===== config.mk =====
export PLATFORM = sky130hd
export DESIGN_NAME = sm83_alu_nibble_seq_flat
export DESIGN_NICKNAME = d
export VERILOG_FILES = /design/src/rtl/sm83_alu_nibble_seq_pkg.sv /design/src/rtl/sm83_alu_nibble_seq_if.sv /design/src/rtl/sm83_alu_nibble_core.sv /design/src/rtl/sm83_alu_nibble_seq.sv /design/src/flat_wrapper.sv
export SDC_FILE = /design/constraint.sdc
export NUM_CORES = 1
export LEC_CHECK = 0
export CAP_MARGIN = 5
export CELL_PAD_IN_SITES_DETAIL_PLACEMENT = 0
export CELL_PAD_IN_SITES_GLOBAL_PLACEMENT = 1
export CORE_MARGIN = 4
export CORE_UTILIZATION = 30
export CTS_CLUSTER_SIZE = 30
export DETAILED_ROUTE_END_ITERATION = 6
export PLACE_DENSITY_LB_ADDON = 0.1
export SLEW_MARGIN = 25
export SYNTH_ARGS = -nofsm -noshare
export SYNTH_HDL_FRONTEND = slang
export SYNTH_SLANG_ARGS = --single-unit

===== constraint.sdc =====
create_clock -name clk -period 7.8 [get_ports clk]
set_input_delay 1.95 -clock clk [delete_from_list [all_inputs] [get_ports clk]]
set_output_delay 1.95 -clock clk [all_outputs]
set_load 0.03 [all_outputs]

===== src/rtl/sm83_alu_nibble_seq_pkg.sv =====
// sm83_alu_pkg: shared types and constants for the sequenced SM83 ALU.
//   alu_op_t    - 5-bit ALU opcode as presented on the op port
//   alu_state_t - sequencer state (IDLE, LO nibble, HI nibble)
//   core_mode_t - function select for the shared 4-bit core
//   DAA_ADJ_LO / DAA_ADJ_HI - decimal-adjust correction constants
//   decode_op() - maps raw opcode bits to alu_op_t; unused codes become ADD
package sm83_alu_pkg;

    typedef enum logic [4:0] {
        OP_ADD  = 5'd0,
        OP_ADC  = 5'd1,
        OP_SUB  = 5'd2,
        OP_SBC  = 5'd3,
        OP_AND  = 5'd4,
        OP_XOR  = 5'd5,
        OP_OR   = 5'd6,
        OP_CP   = 5'd7,
        OP_RLC  = 5'd8,
        OP_RRC  = 5'd9,
        OP_RL   = 5'd10,
        OP_RR   = 5'd11,
        OP_SLA  = 5'd12,
        OP_SRA  = 5'd13,
        OP_SRL  = 5'd14,
        OP_SWAP = 5'd15,
        OP_DAA  = 5'd16
    } alu_op_t;

    typedef enum logic [1:0] {
        IDLE = 2'd0,
        LO   = 2'd1,
        HI   = 2'd2
    } alu_state_t;

    typedef enum logic [1:0] {
        CORE_ADD = 2'd0,
        CORE_AND = 2'd1,
        CORE_XOR = 2'd2,
        CORE_OR  = 2'd3
    } core_mode_t;

    localparam logic [5:0] DAA_ADJ_LO = 6'h06;
    localparam logic [7:0] DAA_ADJ_HI = 8'h60;

    function automatic alu_op_t decode_op(input logic [4:0] raw);
        return (raw > 5'd16) ? OP_ADD : alu_op_t'(raw);
    endfunction

endpackage


===== src/rtl/sm83_alu_nibble_seq_if.sv =====
// sm83_alu_nibble_seq_if: request/response bundle of the sequenced ALU.
//   Request : start, op, a, b, carry_in, half_carry_in, neg_in
//   Response: busy, valid, result, result_we, zero_out, carry_out,
//             half_carry_out, sign_out, shift_out, daa_carry_out
//   Debug   : dbg_state (current sequencer state)
// Handshake: a request is taken on the rising clk edge where start=1 and
// busy=0; all request fields are captured on that edge. valid is a single
// cycle pulse with no backpressure; the response fields change only on the
// edge that raises valid and hold until the next valid.
interface sm83_alu_nibble_seq_if #(
    parameter int WORD_SIZE = 8
);
    import sm83_alu_pkg::*;

    logic                 start;
    logic [4:0]           op;
    logic [WORD_SIZE-1:0] a;
    logic [WORD_SIZE-1:0] b;
    logic                 carry_in;
    logic                 half_carry_in;
    logic                 neg_in;

    logic                 busy;
    logic                 valid;
    logic [WORD_SIZE-1:0] result;
    logic                 result_we;
    logic                 zero_out;
    logic                 carry_out;
    logic                 half_carry_out;
    logic                 sign_out;
    logic                 shift_out;
    logic                 daa_carry_out;
    alu_state_t           dbg_state;

    modport master (
        output start, op, a, b, carry_in, half_carry_in, neg_in,
        input  busy, valid, result, result_we, zero_out, carry_out,
               half_carry_out, sign_out, shift_out, daa_carry_out, dbg_state
    );

    modport slave (
        input  start, op, a, b, carry_in, half_carry_in, neg_in,
        output busy, valid, result, result_we, zero_out, carry_out,
               half_carry_out, sign_out, shift_out, daa_carry_out, dbg_state
    );

endinterface


===== src/rtl/sm83_alu_nibble_core.sv =====
// sm83_alu_nibble_core: combinational nibble-wide adder / logic unit.
//   mode - CORE_ADD (a + b + cin) or bitwise AND / XOR / OR
//   a, b - nibble operands
//   cin  - carry into the adder (ignored by logic modes)
//   y    - nibble result
//   cout - adder carry out; 0 for logic modes
module sm83_alu_nibble_core
    import sm83_alu_pkg::*;
#(
    parameter int NIBBLE_SIZE = 4
) (
    input  core_mode_t             mode,
    input  logic [NIBBLE_SIZE-1:0] a,
    input  logic [NIBBLE_SIZE-1:0] b,
    input  logic                   cin,
    output logic [NIBBLE_SIZE-1:0] y,
    output logic                   cout
);

    logic [NIBBLE_SIZE:0] sum;

    always_comb begin
        sum  = {1'b0, a} + {1'b0, b} + {{NIBBLE_SIZE{1'b0}}, cin};
        y    = sum[NIBBLE_SIZE-1:0];
        cout = sum[NIBBLE_SIZE];
        case (mode)
            CORE_AND: begin y = a & b; cout = 1'b0; end
            CORE_XOR: begin y = a ^ b; cout = 1'b0; end
            CORE_OR:  begin y = a | b; cout = 1'b0; end
            default:  ;
        endcase
    end

endmodule


===== src/rtl/sm83_alu_nibble_seq.sv =====
// sm83_alu_nibble_seq: 8-bit SM83 ALU sequenced over one shared nibble core.
// The low nibble is computed in state LO, the high nibble in state HI, and
// the registered result and flag sources are presented with a valid pulse
// in the following cycle.
//   clk     - clock, all state on posedge
//   reset_n - asynchronous active-low reset
//   bus     - request/response bundle (slave side), see the interface file
module sm83_alu_nibble_seq
    import sm83_alu_pkg::*;
#(
    parameter int WORD_SIZE = 8
) (
    input logic                  clk,
    input logic                  reset_n,
    sm83_alu_nibble_seq_if.slave bus
);

    localparam int NIBBLE_SIZE = WORD_SIZE / 2;

    alu_state_t state, state_n;
    logic       accept;

    // Operation context captured at accept.
    alu_op_t              op_q;
    core_mode_t           mode_q;
    logic [WORD_SIZE-1:0] a_q, b_q;
    logic                 cin_q, shift_q, daac_q;

    // Low nibble results carried into the HI cycle.
    logic [NIBBLE_SIZE-1:0] lo_q;
    logic                   hc_q;

    // Pre-mux: everything is reduced to "core(a', b', cin)" before capture,
    // so LO/HI only ever run the core on the latched operands.
    alu_op_t              op_dec;
    core_mode_t           pre_mode;
    logic [WORD_SIZE-1:0] pre_a, pre_b, daa_adj;
    logic                 pre_cin, pre_shift, pre_daa_c;

    always_comb begin
        op_dec    = decode_op(bus.op);
        pre_mode  = CORE_ADD;
        pre_a     = bus.a;
        pre_b     = bus.b;
        pre_cin   = 1'b0;
        pre_shift = 1'b0;
        pre_daa_c = 1'b0;
        daa_adj   = '0;
        case (op_dec)
            OP_ADC: pre_cin = bus.carry_in;
            // Subtraction as a + ~b + 1 (- carry); the adder carries become
            // "no borrow" and are inverted again on the way out.
            OP_SUB, OP_CP: begin pre_b = ~bus.b; pre_cin = 1'b1; end
            OP_SBC:        begin pre_b = ~bus.b; pre_cin = ~bus.carry_in; end
            OP_AND: pre_mode = CORE_AND;
            OP_XOR: pre_mode = CORE_XOR;
            OP_OR:  pre_mode = CORE_OR;
            // Shifts are formed here and passed through the core as a + 0.
            OP_RLC: begin
                pre_a = {bus.a[WORD_SIZE-2:0], bus.a[WORD_SIZE-1]};
                pre_b = '0; pre_shift = bus.a[WORD_SIZE-1];
            end
            OP_RRC: begin
                pre_a = {bus.a[0], bus.a[WORD_SIZE-1:1]};
                pre_b = '0; pre_shift = bus.a[0];
            end
            OP_RL: begin
                pre_a = {bus.a[WORD_SIZE-2:0], bus.carry_in};
                pre_b = '0; pre_shift = bus.a[WORD_SIZE-1];
            end
            OP_RR: begin
                pre_a = {bus.carry_in, bus.a[WORD_SIZE-1:1]};
                pre_b = '0; pre_shift = bus.a[0];
            end
            OP_SLA: begin
                pre_a = {bus.a[WORD_SIZE-2:0], 1'b0};
                pre_b = '0; pre_shift = bus.a[WORD_SIZE-1];
            end
            OP_SRA: begin
                pre_a = {bus.a[WORD_SIZE-1], bus.a[WORD_SIZE-1:1]};
                pre_b = '0; pre_shift = bus.a[0];
            end
            OP_SRL: begin
                pre_a = {1'b0, bus.a[WORD_SIZE-1:1]};
                pre_b = '0; pre_shift = bus.a[0];
            end
            OP_SWAP: begin
                pre_a = {bus.a[NIBBLE_SIZE-1:0], bus.a[WORD_SIZE-1:NIBBLE_SIZE]};
                pre_b = '0;
            end
            // After a subtraction only the incoming flags select the
            // correction; after an addition the value itself also does.
            OP_DAA: begin
                if (bus.carry_in || (!bus.neg_in && bus.a > WORD_SIZE'(8'h99))) begin
                    daa_adj   = daa_adj | WORD_SIZE'(DAA_ADJ_HI);
                    pre_daa_c = 1'b1;
                end
                if (bus.half_carry_in ||
                    (!bus.neg_in && bus.a[NIBBLE_SIZE-1:0] > NIBBLE_SIZE'(9))) begin
                    daa_adj = daa_adj | WORD_SIZE'(DAA_ADJ_LO);
                end
                pre_b   = bus.neg_in ? ~daa_adj : daa_adj;
                pre_cin = bus.neg_in;
            end
            default: ;
        endcase
    end

    // Shared core: low nibble with the entry carry, high nibble with hc.
    logic [NIBBLE_SIZE-1:0] core_a, core_b, core_y;
    logic                   core_cin, core_co;

    assign core_a   = (state == HI) ? a_q[WORD_SIZE-1:NIBBLE_SIZE] : a_q[NIBBLE_SIZE-1:0];
    assign core_b   = (state == HI) ? b_q[WORD_SIZE-1:NIBBLE_SIZE] : b_q[NIBBLE_SIZE-1:0];
    assign core_cin = (state == HI) ? hc_q : cin_q;

    sm83_alu_nibble_core #(
        .NIBBLE_SIZE(NIBBLE_SIZE)
    ) u_core (
        .mode (mode_q),
        .a    (core_a),
        .b    (core_b),
        .cin  (core_cin),
        .y    (core_y),
        .cout (core_co)
    );

    // Post-mux: final value and flags, valid during HI.
    logic [WORD_SIZE-1:0] fin_res;
    logic                 fin_c, fin_h;

    always_comb begin
        fin_res = {core_y, lo_q};
        fin_c   = 1'b0;
        fin_h   = 1'b0;
        case (op_q)
            OP_SUB, OP_SBC, OP_CP: begin fin_c = ~core_co; fin_h = ~hc_q; end
            OP_AND: fin_h = 1'b1;
            OP_XOR, OP_OR, OP_SWAP: ;
            OP_RLC, OP_RRC, OP_RL, OP_RR, OP_SLA, OP_SRA, OP_SRL: fin_c = shift_q;
            OP_DAA: fin_c = daac_q;
            default: begin fin_c = core_co; fin_h = hc_q; end
        endcase
    end

    // Sequencer.
    always_comb begin
        state_n = state;
        accept  = 1'b0;
        case (state)
            IDLE: if (bus.start) begin state_n = LO; accept = 1'b1; end
            LO:   state_n = HI;
            HI:   state_n = IDLE;
            default: state_n = IDLE;
        endcase
    end

    always_ff @(posedge clk or negedge reset_n) begin
        if (!reset_n) state <= IDLE;
        else          state <= state_n;
    end

    assign bus.busy      = (state != IDLE);
    assign bus.dbg_state = state;

    always_ff @(posedge clk or negedge reset_n) begin
        if (!reset_n) begin
            op_q    <= OP_ADD;
            mode_q  <= CORE_ADD;
            a_q     <= '0;
            b_q     <= '0;
            cin_q   <= 1'b0;
            shift_q <= 1'b0;
            daac_q  <= 1'b0;
            lo_q    <= '0;
            hc_q    <= 1'b0;
        end else begin
            if (accept) begin
                op_q    <= op_dec;
                mode_q  <= pre_mode;
                a_q     <= pre_a;
                b_q     <= pre_b;
                cin_q   <= pre_cin;
                shift_q <= pre_shift;
                daac_q  <= pre_daa_c;
            end
            if (state == LO) begin
                lo_q <= core_y;
                hc_q <= core_co;
            end
        end
    end

    always_ff @(posedge clk or negedge reset_n) begin
        if (!reset_n) begin
            bus.valid          <= 1'b0;
            bus.result         <= '0;
            bus.result_we      <= 1'b0;
            bus.zero_out       <= 1'b0;
            bus.carry_out      <= 1'b0;
            bus.half_carry_out <= 1'b0;
            bus.sign_out       <= 1'b0;
            bus.shift_out      <= 1'b0;
            bus.daa_carry_out  <= 1'b0;
        end else begin
            bus.valid <= (state == HI);
            if (state == HI) begin
                bus.result         <= fin_res;
                bus.result_we      <= (op_q != OP_CP);
                bus.zero_out       <= (fin_res == '0);
                bus.carry_out      <= fin_c;
                bus.half_carry_out <= fin_h;
                bus.sign_out       <= fin_res[WORD_SIZE-1];
                bus.shift_out      <= shift_q;
                bus.daa_carry_out  <= daac_q;
            end
        end
    end

endmodule


===== src/flat_wrapper.sv =====
// flat-port wrapper written by rule: the top's interface ports become plain ports
module sm83_alu_nibble_seq_flat import sm83_alu_pkg::*;
#(
    parameter int WORD_SIZE = 8
)
  (clk, reset_n, bus_start, bus_op, bus_a, bus_b, bus_carry_in, bus_half_carry_in, bus_neg_in, bus_busy, bus_valid, bus_result, bus_result_we, bus_zero_out, bus_carry_out, bus_half_carry_out, bus_sign_out, bus_shift_out, bus_daa_carry_out, bus_dbg_state);
  sm83_alu_nibble_seq_if #(.WORD_SIZE(WORD_SIZE)) bus_i ();
  input logic clk;
  input logic reset_n;
  input wire logic [$bits(bus_i.start)-1:0] bus_start;
  input wire logic [$bits(bus_i.op)-1:0] bus_op;
  input wire logic [$bits(bus_i.a)-1:0] bus_a;
  input wire logic [$bits(bus_i.b)-1:0] bus_b;
  input wire logic [$bits(bus_i.carry_in)-1:0] bus_carry_in;
  input wire logic [$bits(bus_i.half_carry_in)-1:0] bus_half_carry_in;
  input wire logic [$bits(bus_i.neg_in)-1:0] bus_neg_in;
  output wire logic [$bits(bus_i.busy)-1:0] bus_busy;
  output wire logic [$bits(bus_i.valid)-1:0] bus_valid;
  output wire logic [$bits(bus_i.result)-1:0] bus_result;
  output wire logic [$bits(bus_i.result_we)-1:0] bus_result_we;
  output wire logic [$bits(bus_i.zero_out)-1:0] bus_zero_out;
  output wire logic [$bits(bus_i.carry_out)-1:0] bus_carry_out;
  output wire logic [$bits(bus_i.half_carry_out)-1:0] bus_half_carry_out;
  output wire logic [$bits(bus_i.sign_out)-1:0] bus_sign_out;
  output wire logic [$bits(bus_i.shift_out)-1:0] bus_shift_out;
  output wire logic [$bits(bus_i.daa_carry_out)-1:0] bus_daa_carry_out;
  output wire logic [$bits(bus_i.dbg_state)-1:0] bus_dbg_state;
  assign bus_i.start = bus_start;
  assign bus_i.op = bus_op;
  assign bus_i.a = bus_a;
  assign bus_i.b = bus_b;
  assign bus_i.carry_in = bus_carry_in;
  assign bus_i.half_carry_in = bus_half_carry_in;
  assign bus_i.neg_in = bus_neg_in;
  assign bus_busy = bus_i.busy;
  assign bus_valid = bus_i.valid;
  assign bus_result = bus_i.result;
  assign bus_result_we = bus_i.result_we;
  assign bus_zero_out = bus_i.zero_out;
  assign bus_carry_out = bus_i.carry_out;
  assign bus_half_carry_out = bus_i.half_carry_out;
  assign bus_sign_out = bus_i.sign_out;
  assign bus_shift_out = bus_i.shift_out;
  assign bus_daa_carry_out = bus_i.daa_carry_out;
  assign bus_dbg_state = bus_i.dbg_state;
  sm83_alu_nibble_seq #(.WORD_SIZE(WORD_SIZE)) u_core (.clk(clk), .reset_n(reset_n), .bus(bus_i));
endmodule

==> results.sh, run 1 <==
export IMPL_outcome="finished clean"
export IMPL_clock_sinks=48
export IMPL_worst_path_buf_inv=1
export IMPL_timing_fmax_ghz=0.251
export IMPL_busiest_layer="met2"
export IMPL_drt_iter0_markers=142
export IMPL_gp_congestion=0.776
export IMPL_vias=2493
export IMPL_finalCriticalPeriod_ns=3.98
export IMPL_firstDrtPassIters=4
export IMPL_reg2reg_from="u_core.bus.dbg_state[0]$_DFFE_PN0P_"
export IMPL_crit_path_end_kind="register"
export IMPL_chipHeight_um=107
export IMPL_yosys_area_top_type_share_pct=40.9
export IMPL_clk_pin_slew_ns=0.08
export IMPL_synth_seq_cells=48
export IMPL_cts_buffers=5
export IMPL_setup_worst_path_start="bus_op[1]"
export IMPL_cap_violations=0
export IMPL_finalSetupViolCount=0
export IMPL_use_met1_pct=19.5
export IMPL_crit_chain="clkdlybuf4s50_1 -> or3b_1 -> or3_4 -> o21ai_2 -> o211ai_1 -> o221a_2"
export IMPL_core_um2=9370
export IMPL_p_per_area_nw_per_um2=264
export IMPL_dieArea_um2=11400
export IMPL_htreeDepth=2
export IMPL_vias_per_cell=4.92
export IMPL_worst_setup_path_type="input pin to register"
export IMPL_grtUsageMet2_pct=21.0
export IMPL_setup_tns_ns=0
export IMPL_start_util_pct=31.3
export IMPL_crit_arrival_ns=4.17
export IMPL_final_core_util_pct=38.0
export IMPL_rsz0062_at_grt="no"
export IMPL_synth_edf_count=0
export IMPL_setup_worst_path_start_class="input pin"
export IMPL_die_x_um=107
export IMPL_syn2layout_area_growth_pct=21.4
export IMPL_min_delay_path_class="register to register"
export IMPL_rows=35
export IMPL_tightestPinTransition_ns=0.604
export IMPL_maxSlewHeadroom_pct=59.7
export IMPL_fin_nets=414
export IMPL_peakVddDrop_v=0.0000926
export IMPL_numPortBuffers=45
export IMPL_p_leak_uw=0.00154
export IMPL_dp_final_hpwl_mm=5.36
export IMPL_yosysWarnings=0
export IMPL_cp_max_fo=16
export IMPL_final_cell_mix="nand2_1, dfrtp_1, clkdlybuf4s50_1"
export IMPL_antenna_found_initial=0
export IMPL_wl_per_cell_um=14.3
export IMPL_stdcell_area_um2=3560
export IMPL_synth_nets=382
export IMPL_maxSlewViolCount=0
export IMPL_post_dp_cell_area_um2=3470
export IMPL_max_stage_delay_ns=0.70
export IMPL_post_cts_buffers=0
export IMPL_hold_viol_final=0
export IMPL_yosysTopAreaCell="dfrtp_1"
export IMPL_fin_crit_sh_pct=51.0
export IMPL_syn_inst=345
export IMPL_synth_seq_area_share_pct=40.9
export IMPL_drive_gt1_share_pct=6.88
export IMPL_ys_flop_type="dfrtp_1"
export IMPL_gr_total_overflow=0
export IMPL_hp_start="u_core.bus.result[3]$_DFFE_PN0P_"
export IMPL_synth_avg_cell_area_um2=8.51
export IMPL_wirelength_mm=7.26
export IMPL_grt_pass1_wl_mm=12.3
export IMPL_track_usage_pct=13.5
export IMPL_cp_required_ns=7.99
export IMPL_drc=0
export IMPL_synth_cell_type_count=52
export IMPL_grt_pass1_vias=2324
export IMPL_async_reset_ff_share_pct=100
export IMPL_grt_use_met3_pct=2.11
export IMPL_ctsHoldBuffers=0
export IMPL_ctsResizeCount=0
export IMPL_grt_max_degree=49
export IMPL_cts_tree="yes"
export IMPL_io_pins=46
export IMPL_netlist_area_um2=2940
export IMPL_antenna_left=0
export IMPL_clock_latency_ns=0.30
export IMPL_cts_root_buf="clkbuf_8"
export IMPL_antenna_cells=0
export IMPL_cp_slowest_cell="clkdlybuf4s50_1"
export IMPL_cts_path_max_buffers=2
export IMPL_finClkSkew_ns=0.00501
export IMPL_final_common_cell="nand2_1"
export IMPL_path_delay_family="simple AND/OR/NAND/NOR gates"
export IMPL_ys_top_cells_by_area="dfrtp_1, nand2_1, o21ai_0"
-- state kept, by name (all words and copies together) (netlist names) --
register	count
u_core.bus.daa_carry_out	1
u_core.bus.result	8
u_core.bus.carry_out	1
u_core.mode_q	2
u_core.bus.valid	1
u_core.b_q	8
u_core.bus.zero_out	1
u_core.bus.result_we	1
u_core.hc_q	1
u_core.bus.half_carry_out	1
u_core.cin_q	1
u_core.a_q	8
u_core.op_q	5
u_core.bus.dbg_state	2
u_core.lo_q	4
u_core.daac_q	1
u_core.bus.shift_out	1
u_core.shift_q	1
-- cell type report --
cell class                      instances  area, um2
Inverter                               19       71.3
Timing Repair Buffer                   48        470
Clock buffer                            8       90.1
Fill cell                            1041       5810
Sequential cell                        48       1200
Tap cell                              129        161
Multi-Input combinational cell        255       1570
-- synthesized netlist by cell type (all sizes together), types with 8 or more instances --
cell type,number
nand2,69
dfrtp,48
o211ai,8
nand2b,13
a21oi,14
ha,8
o221a,8
inv,19
mux2i,9
nor2,22
o21ai,43
clkbuf,18
-- report_power, final --
part | switching, uW | internal (uW)
clock | 80.0 | 72.4
combinational | 242 | 181
sequential | 46.2 | 318
total | 368 | 571
-- layer usage --
metal,up-vias,share of wire [%]
met3,7,4.5
li1,1271,-
met5,-,0
met1,1158,49
met2,57,45
met4,0,1.2
-- path summary, 6_finish.rpt --
check	slack [ns]	cells after the start	endpoint
setup / recovery	3.82	6	u_core.b_q[0]$_DFFE_PN0P_
hold / removal	0.48	2	u_core.bus.result[3]$_DFFE_PN0P_
setup reg to reg	4.67	14	u_core.bus.carry_out$_DFFE_PN0P_
hold reg to reg	0.48	2	u_core.bus.result[3]$_DFFE_PN0P_
max in group asynchronous	5.73	1	u_core.b_q[2]$_DFFE_PN0P_
min in group asynchronous	1.65	1	u_core.bus.half_carry_out$_DFFE_PN0P_
-- logic make-up (layout without fill, tap and decap cells) --
group / after synthesis / in the layout / share of synthesized area [%]
xor gates and xnor gates: 4 / 4 / 1.19
AOI/OAI and AO/OA: 102 / 102 / 23.0
muxes: 11 / 11 / 4.60
and+or+nand+nor: 128 / 128 / 19.9
buffers and inverters: 42 / 75 / 5.63
DFF: 48 / 48 / 40.9
adders and majority gates: 10 / 10 / 4.77
-- per-stage QoR --
step | instances | hold WS [ns] | total power, uW | worst slack, ns
after global placement | 499 | 0.458 | 794 | 3.57
final | 507 | 0.476 | 939 | 3.82
after CTS | 507 | 0.483 | 954 | 3.84
after global routing | 507 | 0.502 | 1030 | 3.69
after floorplan | 345 | 0.448 | 649 | 4.46
after detailed placement | 499 | 0.462 | 799 | 3.51
-- worst min-delay path: cells and delay by family (launching register included) --
kind          cells  cell delay (ns)
flops             1             0.35
simple gates      2             0.10
No activity file was read; power rests on OpenSTA's default activity.
==> inputs of run 2 (changes only) <==
- clock period: 7.8 -> 3.73 ns (I/O delays scaled with it)
==> results.sh, run 2 (same netlist as run 1, synthesis figures left out) <==
export IMPL_outcome="finished clean"
export IMPL_total_power_uw=2030
export IMPL_p_per_area_nw_per_um2=564
export IMPL_grt_max_degree=49
export IMPL_worst_setup_path_type="register to register"
export IMPL_finClkSkew_ns=0.00646
export IMPL_p_sw_share_pct=38.8
export IMPL_cp_required_ns=3.96
export IMPL_finalSetupViolCount=0
export IMPL_antenna_left=0
export IMPL_fin_crit_sh_pct=78.7
export IMPL_worst_slack_ns=0.793
export IMPL_final_cell_mix="nand2_1, dfrtp_1, clkdlybuf4s50_1"
export IMPL_final_common_cell="nand2_1"
export IMPL_p_comb_share_pct=43.5
export IMPL_rows=35
export IMPL_largestRegisters="u_core.a_q: 8 flops, u_core.b_q: 8 flops, u_core.bus.result: 8 flops"
export IMPL_cts_root_buf="clkbuf_8"
export IMPL_dieArea_um2=11400
export IMPL_setup_worst_path_start_class="register"
export IMPL_min_delay_path_class="register to register"
export IMPL_track_usage_pct=13.9
export IMPL_internal_power_uw=1240
export IMPL_numPortBuffers=45
export IMPL_tightestPinTransition_ns=0.613
export IMPL_ctsResizeCount=0
export IMPL_dp_final_hpwl_mm=5.77
export IMPL_grt_pass1_vias=2475
export IMPL_crit_path_end_kind="register"
export IMPL_drive_gt1_share_pct=7.87
export IMPL_timing_fmax_ghz=0.340
export IMPL_chipHeight_um=107
export IMPL_peakVddDrop_v=0.000168
export IMPL_clock_latency_ns=0.30
export IMPL_core_um2=9370
export IMPL_gp_congestion=0.793
export IMPL_cp_slowest_cell="or4_1"
export IMPL_maxSlewViolCount=0
export IMPL_wirelength_mm=7.59
export IMPL_clk_pin_slew_ns=0.09
export IMPL_p_seq_share_pct=38.1
export IMPL_cap_violations=0
export IMPL_dp_cells=502
export IMPL_crit_chain="nand2b_1 -> inv_2 -> nand2_1 -> nand2_1 -> inv_1 -> fa_1 -> inv_1 -> fa_1 -> a211oi_1 -> or4_1 -> o21ai_0 -> o21ai_0 -> a31oi_1"
export IMPL_io_pins=46
export IMPL_fin_nets=417
export IMPL_cts_path_max_buffers=2
export IMPL_power_switching_uw=789
export IMPL_cts_tree="yes"
export IMPL_clock_sinks=48
export IMPL_crit_arrival_ns=3.17
export IMPL_firstDrtPassIters=5
export IMPL_vias_per_cell=4.91
export IMPL_fillers=1023
export IMPL_gr_total_overflow=0
export IMPL_wl_per_cell_um=14.9
export IMPL_antenna_found_initial=0
export IMPL_worst_path_buf_inv=3
export IMPL_drc=0
export IMPL_cp_max_fo=10
export IMPL_finalNonFillerCells=510
export IMPL_rsz0062_at_grt="no"
export IMPL_max_stage_delay_ns=0.52
export IMPL_stdcell_area_um2=3600
export IMPL_drt_iter0_markers=70
export IMPL_vias=2502
export IMPL_syn2layout_area_growth_pct=22.8
export IMPL_dpl_worst_slack_ns=0.607
export IMPL_die_x_um=107
export IMPL_path_delay_family="simple AND/OR/NAND/NOR gates"
export IMPL_antenna_cells=0
export IMPL_setup_tns_ns=0
export IMPL_maxSlewHeadroom_pct=59.1
export IMPL_grt_pass1_wl_mm=12.6
export IMPL_cts_buffers=5
export IMPL_post_cts_buffers=0
export IMPL_start_util_pct=31.3
export IMPL_finalCriticalPeriod_ns=2.94
export IMPL_htreeDepth=2
export IMPL_post_dp_cell_area_um2=3500
export IMPL_clockPowerShare_pct=18.4
export IMPL_p_leak_uw=0.00156
export IMPL_hold_viol_final=0
export IMPL_ctsHoldBuffers=0
## run 2: cell types whose count changed in the layout (fill, tap and decap cells not counted)
| cell | before | now |
|---|---|---|
| buf_4 | 4 | 7 |
| bufinv_16 | 0 | 1 |
| clkbuf_1 | 2 | 1 |
| clkbuf_8 | 6 | 5 |
| clkinv_2 | 0 | 1 |
## run 2: power groups by stage
stage                     Sequential (uW)  Clock [uW]  Combinational, uW
after global placement                791           0                898
final                                 775         373                886
after CTS                             778         391                900
after global routing                  800         411                993
after detailed placement              790           0                899
after floorplan                       868           0                490
## run 2: routing by layer
layer,up-vias,global-route usage (%),share of wire (%)
li1,1278,-,-
met1,1165,19.4,50
met2,51,22.3,45
met3,8,2.17,3.4
met4,0,3.65,1.3
met5,-,0,0
## run 2: final cells by class
| class | instances | area, um2 | area share (%) |
|---|---|---|---|
| tap | 129 | 161 | 4.48 |
| multi-input combinational | 255 | 1570 | 43.5 |
| inverter | 19 | 71.3 | 1.98 |
| clock buffer | 6 | 72.6 | 2.01 |
| sequential | 48 | 1200 | 33.3 |
| timing repair buffer | 51 | 493 | 13.7 |
| clock inverter | 2 | 35.0 | 0.972 |
## run 2: through the flow
step / hold slack [ns] / util (%)
CTS: 0.485 / 38.5
detailed placement: 0.462 / 37.3
floorplan: 0.448 / -
global placement: 0.460 / 37.3
finish: 0.477 / 38.5
global route: 0.511 / 38.5
## run 2: worst reg2reg max path, delay by kind of cell, from the launching register on
family          cells  cell delay, ns
simple gates        4            1.00
flops               1            0.41
fa+ha+maj           2            0.60
compound gates      4            0.43
buf+inv             3            0.43
## run 2: path summary, 6_finish.rpt
kind / cells after the start / start / slack, ns / endpoint
min in group asynchronous: 1 / reset_n / 0.64 / u_core.bus.shift_out$_DFFE_PN0P_
worst min register to register: 2 / u_core.bus.result[2]$_DFFE_PN0P_ / 0.48 / u_core.bus.result[2]$_DFFE_PN0P_
worst max register to register: 13 / u_core.bus.dbg_state[0]$_DFFE_PN0P_ / 0.79 / u_core.bus.carry_out$_DFFE_PN0P_
worst min-delay path: 2 / u_core.bus.result[2]$_DFFE_PN0P_ / 0.48 / u_core.bus.result[2]$_DFFE_PN0P_
worst max-delay path: 13 / u_core.bus.dbg_state[0]$_DFFE_PN0P_ / 0.79 / u_core.bus.carry_out$_DFFE_PN0P_
max in group asynchronous: 1 / reset_n / 2.68 / u_core.b_q[7]$_DFFE_PN0P_
==> inputs of run 3 (changes only) <==
- clock period: 3.73 -> 2.75 ns (I/O delays scaled with it)
==> results.sh, run 3 (same netlist as run 1, synthesis figures left out) <==
export IMPL_outcome="finished clean"
export IMPL_power_switching_uw=1090
export IMPL_cp_required_ns=2.99
export IMPL_drc=0
export IMPL_final_core_util_pct=39.4
export IMPL_vias_per_cell=4.97
export IMPL_cap_violations=0
export IMPL_maxSlewViolCount=0
export IMPL_finalCriticalPeriod_ns=2.60
export IMPL_finClkSkew_ns=0.0136
export IMPL_crit_top_cell="inv_1"
export IMPL_p_sw_share_pct=39.6
export IMPL_setup_tns_ns=0
export IMPL_wirelength_mm=7.76
export IMPL_hold_viol_final=0
export IMPL_clk_pin_slew_ns=0.10
export IMPL_firstDrtPassIters=4
export IMPL_cp_slowest_cell="mux4_2"
export IMPL_max_stage_delay_ns=0.46
export IMPL_antenna_left=0
export IMPL_gr_total_overflow=0
export IMPL_drive_gt1_share_pct=11.7
export IMPL_reg2reg_from="u_core.bus.dbg_state[0]$_DFFE_PN0P_"
export IMPL_p_comb_share_pct=46.5
export IMPL_cts_root_buf="clkbuf_8"
export IMPL_worst_path_buf_inv=4
export IMPL_grt_pass1_wl_mm=12.8
export IMPL_drt_iter0_markers=66
export IMPL_crit_chain="nand2b_1 -> inv_2 -> nand2_1 -> nand2_1 -> inv_1 -> fa_2 -> inv_1 -> fa_2 -> mux4_2 -> inv_1 -> a41o_1"
export IMPL_setup_worst_path_start_class="register"
export IMPL_stdcell_area_um2=3690
export IMPL_worst_setup_path_type="register to register"
export IMPL_cts_path_max_buffers=2
export IMPL_cts_buffers=5
export IMPL_setup_worst_path_start="u_core.bus.dbg_state[0]$_DFFE_PN0P_"
export IMPL_fin_hold_ws_ns=0.329
export IMPL_finalSetupViolCount=0
export IMPL_timing_fmax_ghz=0.385
export IMPL_maxSlewHeadroom_pct=68.3
export IMPL_htreeDepth=2
export IMPL_r2r_slack_ns=0.15
export IMPL_chipHeight_um=107
export IMPL_syn2layout_area_growth_pct=25.9
export IMPL_dp_final_hpwl_mm=5.96
export IMPL_min_delay_path_class="input pin to asynchronous set/reset pin"
export IMPL_p_per_area_nw_per_um2=743
export IMPL_crit_arrival_ns=2.84
export IMPL_rows=35
export IMPL_largestRegisters="u_core.a_q: 8 flops, u_core.b_q: 8 flops, u_core.bus.result: 8 flops"
export IMPL_peakVddDrop_v=0.000233
export IMPL_start_util_pct=31.3
export IMPL_cts_tree="yes"
export IMPL_grt_max_degree=32
export IMPL_antenna_cells=0
export IMPL_antenna_found_initial=0
export IMPL_path_delay_family="adder cells"
export IMPL_cp_max_fo=5
export IMPL_p_leak_uw=0.00162
export IMPL_io_pins=46
export IMPL_fin_crit_sh_pct=94.4
export IMPL_rsz0062_at_grt="no"
export IMPL_gp_congestion=0.853
export IMPL_die_x_um=107
export IMPL_wl_per_cell_um=14.9
export IMPL_track_usage_pct=14.0
export IMPL_clock_latency_ns=0.31
export IMPL_grt_pass1_vias=2550
export IMPL_core_um2=9370
export IMPL_final_common_cell="nand2_1"
export IMPL_vias=2592
export IMPL_numPortBuffers=45
export IMPL_clockPowerShare_pct=15.1
export IMPL_dieArea_um2=11400
export IMPL_internal_power_uw=1660
export IMPL_crit_path_end_kind="register"
export IMPL_fin_nets=429
export IMPL_p_seq_share_pct=38.4
export IMPL_tightestPinTransition_ns=0.476
export IMPL_post_dp_cell_area_um2=3560
export IMPL_clock_sinks=48
export IMPL_final_cell_mix="nand2_1, dfrtp_1, clkdlybuf4s50_1"
run 3: cell types whose count changed in the layout (fill, tap and decap cells not counted), moves of 2 or more:
cell,previous run,this run
fa_2,0,2
fa_1,2,0
o21ai_0,42,40
o21ai_1,0,2
buf_4,7,16
run 3: path summary, 6_finish.rpt:
check / endpoint / depth (start not counted)
worst max-delay path: u_core.bus.zero_out$_DFFE_PN0P_ / 11
worst min-delay path: u_core.bus.dbg_state[1]$_DFFE_PN0P_ / 1
worst max register to register: u_core.bus.zero_out$_DFFE_PN0P_ / 11
worst min register to register: u_core.bus.result[2]$_DFFE_PN0P_ / 2
max in group asynchronous: u_core.a_q[4]$_DFFE_PN0P_ / 2
min in group clk: u_core.bus.result[2]$_DFFE_PN0P_ / 2
run 3: cell type report:
type | instances | area, um2
clock inverter | 1 | 5.00
fill | 1021 | 5680
inverter | 19 | 71.3
sequential | 48 | 1200
tap | 129 | 161
timing repair buffer | 63 | 597
clock buffer | 7 | 76.3
multi-input combinational | 255 | 1580
run 3: repair_timing:
item                                    CTS  global route
setup buffers                             0             5
endpoints found under the setup margin    0             4
hold buffers                              0             0
gates resized for setup                   0             7
run 3: stage by stage:
stage / std cells / total power, uW / worst slack [ns]
detailed placement: 509 / 2330 / 0.0416
global placement: 509 / 2330 / 0.0784
CTS: 517 / 2750 / 0.0641
global route: 522 / 2990 / 0.00364
finish: 522 / 2750 / 0.153
floorplan: 345 / 1840 / 0.0584
run 3: power by group through the flow:
stage	sequential [uW]	combinational (uW)	clock (uW)
6_report	1050	1280	416
3_3_place_gp	1070	1250	0
5_1_grt	1090	1440	461
4_1_cts	1060	1260	434
2_1_floorplan	1180	665	0
3_5_place_dp	1070	1260	0
run 3: routing by layer:
metal / vias to the layer above / global-route usage (%) / wire length, um
li1: 1301 / - / -
met1: 1223 / 19.3 / 3830
met2: 56 / 21.9 / 3450
met3: 12 / 2.23 / 300
met4: 0 / 5.75 / 184
met5: - / 0 / 0
==> variant 1 (settings of run 1) <==
`WORD_SIZE` is set to 8 in 3 places; all go to 4.
--- a/src/rtl/sm83_alu_nibble_seq_if.sv
+++ b/src/rtl/sm83_alu_nibble_seq_if.sv
@@ -8,7 +8,7 @@
 // cycle pulse with no backpressure; the response fields change only on the
 // edge that raises valid and hold until the next valid.
 interface sm83_alu_nibble_seq_if #(
-    parameter int WORD_SIZE = 8
+    parameter int WORD_SIZE = 4
 );
     import sm83_alu_pkg::*;
 
--- a/src/rtl/sm83_alu_nibble_seq.sv
+++ b/src/rtl/sm83_alu_nibble_seq.sv
@@ -8,7 +8,7 @@
 module sm83_alu_nibble_seq
     import sm83_alu_pkg::*;
 #(
-    parameter int WORD_SIZE = 8
+    parameter int WORD_SIZE = 4
 ) (
     input logic                  clk,
     input logic                  reset_n,
--- a/src/flat_wrapper.sv
+++ b/src/flat_wrapper.sv
@@ -1,7 +1,7 @@
 // flat-port wrapper written by rule: the top's interface ports become plain ports
 module sm83_alu_nibble_seq_flat import sm83_alu_pkg::*;
 #(
-    parameter int WORD_SIZE = 8
+    parameter int WORD_SIZE = 4
 )
   (clk, reset_n, bus_start, bus_op, bus_a, bus_b, bus_carry_in, bus_half_carry_in, bus_neg_in, bus_busy, bus_valid, bus_result, bus_result_we, bus_zero_out, bus_carry_out, bus_half_carry_out, bus_sign_out, bus_shift_out, bus_daa_carry_out, bus_dbg_state);
   sm83_alu_nibble_seq_if #(.WORD_SIZE(WORD_SIZE)) bus_i ();
Ports: changed (resized bus_a, bus_b and bus_result); port bits go from 46 to 34. No check against the original RTL was run, so the function may have changed too.
==> variant 1 against run 1 <==
- worst setup slack gained 0.27 ns
- critical endpoint is now u_core.b_q[1]
- highest routed layer unchanged
- routed wire length shrank 30%
- largest cell class unchanged
- sequential power decreased by 29%
- fmax is 7.2% higher
- synthesized area fell by 32%
- sequential cell count shrank 14
- cell count down 34%
- power decreased by 27%
- cell area shrank 30%
- synthesized cell count decreased by 34%
==> variant 1: results (changes against run 1) <==
The flow ran to the end, and the final reports show no timing, DRC or antenna violations. The total met3 wirelength after detailed routing was 188 um (-42%). The maximum cell stage delay along the critical path is 0.65 ns (-0.05 ns), and the top fanout value on the critical path is 19 (+3). In this run the critical register-to-register path is captured at u_core.bus.zero_out. In the post-synthesis netlist, the biggest area contributors are sky130_fd_sc_hd__dfrtp_1, sky130_fd_sc_hd__nand2_1, sky130_fd_sc_hd__o21ai_1. The met2 track demand over resource came out at 0.207 (-0.00322). The tools report the total cell area at the placement stage as 2390 um2 (-31%). The via count came out at 1,681 (-33%). The met3 track demand over resource is 0.0267 (+0.00564). The met2 wire length is 2270 um (-31%), and the number of buffers inserted by hold repair at cts is 0 (unchanged). The maximum number of pins on one net before global-route repair is 35 (-29%), and the proportion of total power due to net switching is 0.384 (-0.00799). The number of library cell types mapped by synthesis is 50 (-3.8%), and the met1 layer wirelength in the final routing is 2520 um (-29%). The worst-case hold path end point was u_core.bus.daa_carry_out. Worst setup path startpoint: bus_start.

The weighted congestion reported at the end of routability-driven placement is 0.771 (-0.66%), and the global-route usage over all layers is 0.130 (-0.00457). The setup slack of the worst register-to-register path is 4.14 ns (-0.53 ns). The logs give 1.11 nW (-28%) for the total leakage power and 0 (unchanged) for the number of setup buffers added after CTS. The tools report the worst hold path startpoint as u_core.bus.daa_carry_out. For the first-pass iteration count of the detailed router, the log shows 4 (unchanged). In the synthesized netlist, the cells that appear most often are sky130_fd_sc_hd__nand2_1, sky130_fd_sc_hd__dfrtp_1, sky130_fd_sc_hd__nor2_1. Worst reg-to-reg path cell count: 9 (-5). The tools report the endpoint arrival time on the critical path as 3.89 ns (-0.28 ns). The worst-case headroom to the max-slew limit was 0.496 (-0.101); the maximum ir drop on the vdd rail was 0.0632 mV (-32%). The total wirelength of the detailed-routed design was 5050 um (-30%); the share of layout cells above drive strength 1 was 0.0695 (+0.000715). The tools report the number of DRC violations after detailed-routing iteration 0 as 52 (-63%).

The timing endpoint of the critical path is u_core.b_q[1]. The met1 capacity usage during global routing was 0.177 (-0.0180). The count of port buffers added during placement is 33 (-27%), and the clock skew is 0.00648 ns (+0.00147 ns).

Register area share after synthesis: 0.423 (+0.0139). The number of nets in the layout is 283 (-32%). The number of nets produced by synthesis is 254 (-34%). The cell with the largest stage delay on the worst path was sky130_fd_sc_hd__or3b_1.
## variant 1: changes by cell type after synthesis, moves of 10 or more
cell | before | now
sky130_fd_sc_hd__dfrtp_1 | 48 | 34
sky130_fd_sc_hd__clkbuf_1 | 18 | 5
sky130_fd_sc_hd__inv_1 | 18 | 8
sky130_fd_sc_hd__nand2_1 | 69 | 44
sky130_fd_sc_hd__o21ai_0 | 42 | 5
sky130_fd_sc_hd__o21ai_1 | 0 | 13
## variant 1: kinds of logic after synthesis
family          share of synthesized area
simple gates                        0.227
xor+xnor                          0.00871
buf+inv                            0.0516
compound gates                      0.174
mux                                0.0709
fa+ha+maj                          0.0448
flops                               0.423
## variant 1: critical path: cells and delay by family
kind	cells	cell delay (ns)
buf+inv	2	0.84
simple gates	1	0.65
compound gates	2	0.44
## variant 1: area by class of cell
type / instances / area [um2]
fillers: 677 / 3940
multi-input cells: 170 / 1060
flip-flops and latches: 34 / 851
repair buffers: 34 / 338
well taps: 77 / 96.3
clock buffers: 7 / 86.3
inverters: 13 / 48.8
clock inverters: 1 / 5.00
## variant 1: stage by stage
stage / std cells / hold slack [ns] / util / worst slack (ns)
final: 336 / 0.474 / 0.386 / 4.09
after global routing: 336 / 0.511 / 0.386 / 3.90
after CTS: 336 / 0.480 / 0.386 / 4.09
after detailed placement: 328 / 0.462 / 0.372 / 3.78
after global placement: 328 / 0.459 / 0.372 / 3.81
after floorplan: 229 / 0.449 / - / 4.50
## variant 1: power groups by stage
| stage | clock network [mW] | registers, mW | logic, mW |
|---|---|---|---|
| after floorplan | 0 | 0.300 | 0.151 |
| after CTS | 0.141 | 0.261 | 0.294 |
| after detailed placement | 0 | 0.264 | 0.294 |
| after global routing | 0.151 | 0.268 | 0.322 |
| final | 0.137 | 0.260 | 0.291 |
| after global placement | 0 | 0.263 | 0.291 |
==> variant 2 (config.mk and constraints of run 1) <==
Without the edit above. The 4 values of `core_mode_t` get a one-hot encoding in 4 bits.
--- a/src/rtl/sm83_alu_nibble_seq_pkg.sv
+++ b/src/rtl/sm83_alu_nibble_seq_pkg.sv
@@ -32,11 +32,11 @@
         HI   = 2'd2
     } alu_state_t;
 
-    typedef enum logic [1:0] {
-        CORE_ADD = 2'd0,
-        CORE_AND = 2'd1,
-        CORE_XOR = 2'd2,
-        CORE_OR  = 2'd3
+    typedef enum logic [3:0] {
+        CORE_ADD = 4'b0001,
+        CORE_AND = 4'b0010,
+        CORE_XOR = 4'b0100,
+        CORE_OR  = 4'b1000
     } core_mode_t;
 
     localparam logic [5:0] DAA_ADJ_LO = 6'h06;
Formal check against the unedited RTL: same outputs for any inputs over 10 cycles, from zero or initial values and one cycle with reset_n low; not proved beyond that.
==> variant 2 against run 1 <==
- routed wire length rose by 16%
- synthesized area rose by 7.3%
- sequential cell count up 2
- worst setup slack worse by 0.047 ns
- power grew 3.4%
- register-to-register slack lost 0.80 ns
- cell area grew 5.3%
- cell count increased by 6.9%
==> variant 2: results (changes against run 1) <==
By count the netlist is led by sky130_fd_sc_hd__nand2_1, sky130_fd_sc_hd__dfrtp_1, sky130_fd_sc_hd__o21ai_0. The run gives 0.199 (+0.00319) as the met1 capacity usage during global routing. The global-route usage over all layers came out at 0.140 (+0.00509). The logs give 0.392 (+0.004) for the sequential share of power and 413 (+8.1%) for the number of nets produced by synthesis.

Sorting the synthesized cells by area gives the leading types as sky130_fd_sc_hd__dfrtp_1, sky130_fd_sc_hd__nand2_1, sky130_fd_sc_hd__o21ai_0. The weighted congestion reported at the end of routability-driven placement was 0.771 (-0.62%); the count of port buffers added during placement was 45 (unchanged). The run gives 2,589 (+11%) as the via count of the first global-routing pass. The multiplexer share of the synthesized area is 0.0286 (-0.0174), and the number of DRC violations after detailed-routing iteration 0 is 123 (-13%). The endpoint arrival time on the critical path is 4.22 ns (+0.05 ns), and the share of synthesized registers carrying an async set or reset is 1.00 (unchanged). The actual transition at the worst max-transition pin is 0.894 ns (+0.290 ns). The share of layout cells above drive strength 1 is 0.0394 (-0.0294).

The number of nets in the layout came out at 442 (+6.8%). The tools report the cell total after placement as 534 (+7.0%). The wire length of the first global-routing pass was 14,100 um (+15%). Synthesized-area fraction occupied by adder cells: 0.0445 (-0.00324). The via count is 2,700 (+8.3%). The logs give 0.00396 ns (-0.00105 ns) for the clock skew and 0 (unchanged) for the number of setup buffers added after CTS.

The total leakage power was 1.63 nW (+5.7%). The fraction of synthesized cell area in xor and xnor cells came out at 0.0111 (-0.000811). The tools report the pre-CTS setup slack as 3.47 ns (-0.0339 ns).

The run gives 0.0933 mV (+0.76%) as the maximum ir drop on the vdd rail. The synthesized-area fraction occupied by ao, oa, aoi and oai cells was 0.230 (about the same). The post-synthesis area per instance came out at 8.38 um2 (-1.6%). The maximum number of pins on one net before global-route repair was 51 (+4.1%). The reported combinational group power is 0.433 mW (+2%).

The tools report the net switching power as 0.386 mW (+4.9%). The top fanout value on the critical path works out to 26 (+10). The register area share after synthesis came out at 0.398 (-0.0115). The maximum cell stage delay along the critical path was 0.87 ns (+0.17 ns).

The wire length per cell after detailed routing came out at 15.5 um (+8.5%). The number of library cell types mapped by synthesis is 57 (+9.6%). The logs give 6230 um (+16%) for the HPWL after detailed placement and 8420 um (+16%) for the total wirelength of the detailed-routed design.

The met3 track demand over resource is 0.0252 (+0.00413). The flow ran to the end, and the final reports show no timing, DRC or antenna violations. The met2 track demand over resource is 0.216 (+0.00644).
==> variant 2: metrics by stage <==
stage | power, mW | instance area (um2)
after global placement | 0.823 | 3660
after CTS | 0.991 | 3750
after global routing | 1.05 | 3750
after floorplan | 0.668 | 3150
after detailed placement | 0.829 | 3660
final | 0.971 | 3750
==> variant 2: routing by layer <==
| metal | wire length (um) | vias to the layer above | share of wire |
|---|---|---|---|
| met3 | 364 | 8 | 0.043 |
| met4 | 134 | 0 | 0.016 |
| met5 | 0 | - | 0 |
| met2 | 3670 | 67 | 0.44 |
| met1 | 4250 | 1235 | 0.50 |
| li1 | - | 1390 | - |
==> variant 2: kinds of logic after synthesis <==
group / count (synthesis)
and+or+nand+nor: 157
AOI/OAI and AO/OA: 105
DFF: 50
buffers and inverters: 41
adders and majority gates: 10
muxes: 9
xor gates and xnor gates: 4
==> variant 2: final timing paths <==
kind                       cells past startpoint                    to  slack [ns]               startpoint
setup / recovery                               6         u_core.b_q[4]        3.77                bus_op[0]
hold / removal                                 2  u_core.bus.result[0]        0.48     u_core.bus.result[0]
setup reg to reg                              11   u_core.bus.zero_out        3.87  u_core.bus.dbg_state[0]
hold reg to reg                                2  u_core.bus.result[0]        0.48     u_core.bus.result[0]
max in group asynchronous                      2         u_core.b_q[5]        5.61                  reset_n
min in group asynchronous                      2  u_core.bus.result_we        1.75                  reset_n
==> variant 2: area by class of cell <==
type                    count  area [um2]  share of cell area
well taps                 136         170              0.0453
repair buffers             48         468               0.125
clock inverters             1        5.00             0.00133
multi-input cells         285        1720               0.457
inverters                  15        56.3              0.0150
clock buffers               7        86.3              0.0230
flip-flops and latches     50        1250               0.334
==> variant 2: worst max-delay path, delay by kind of cell <==
family / cells / cell delay (ns)
buf+inv: 1 / 0.87
simple gates: 2 / 0.62
compound gates: 3 / 0.77
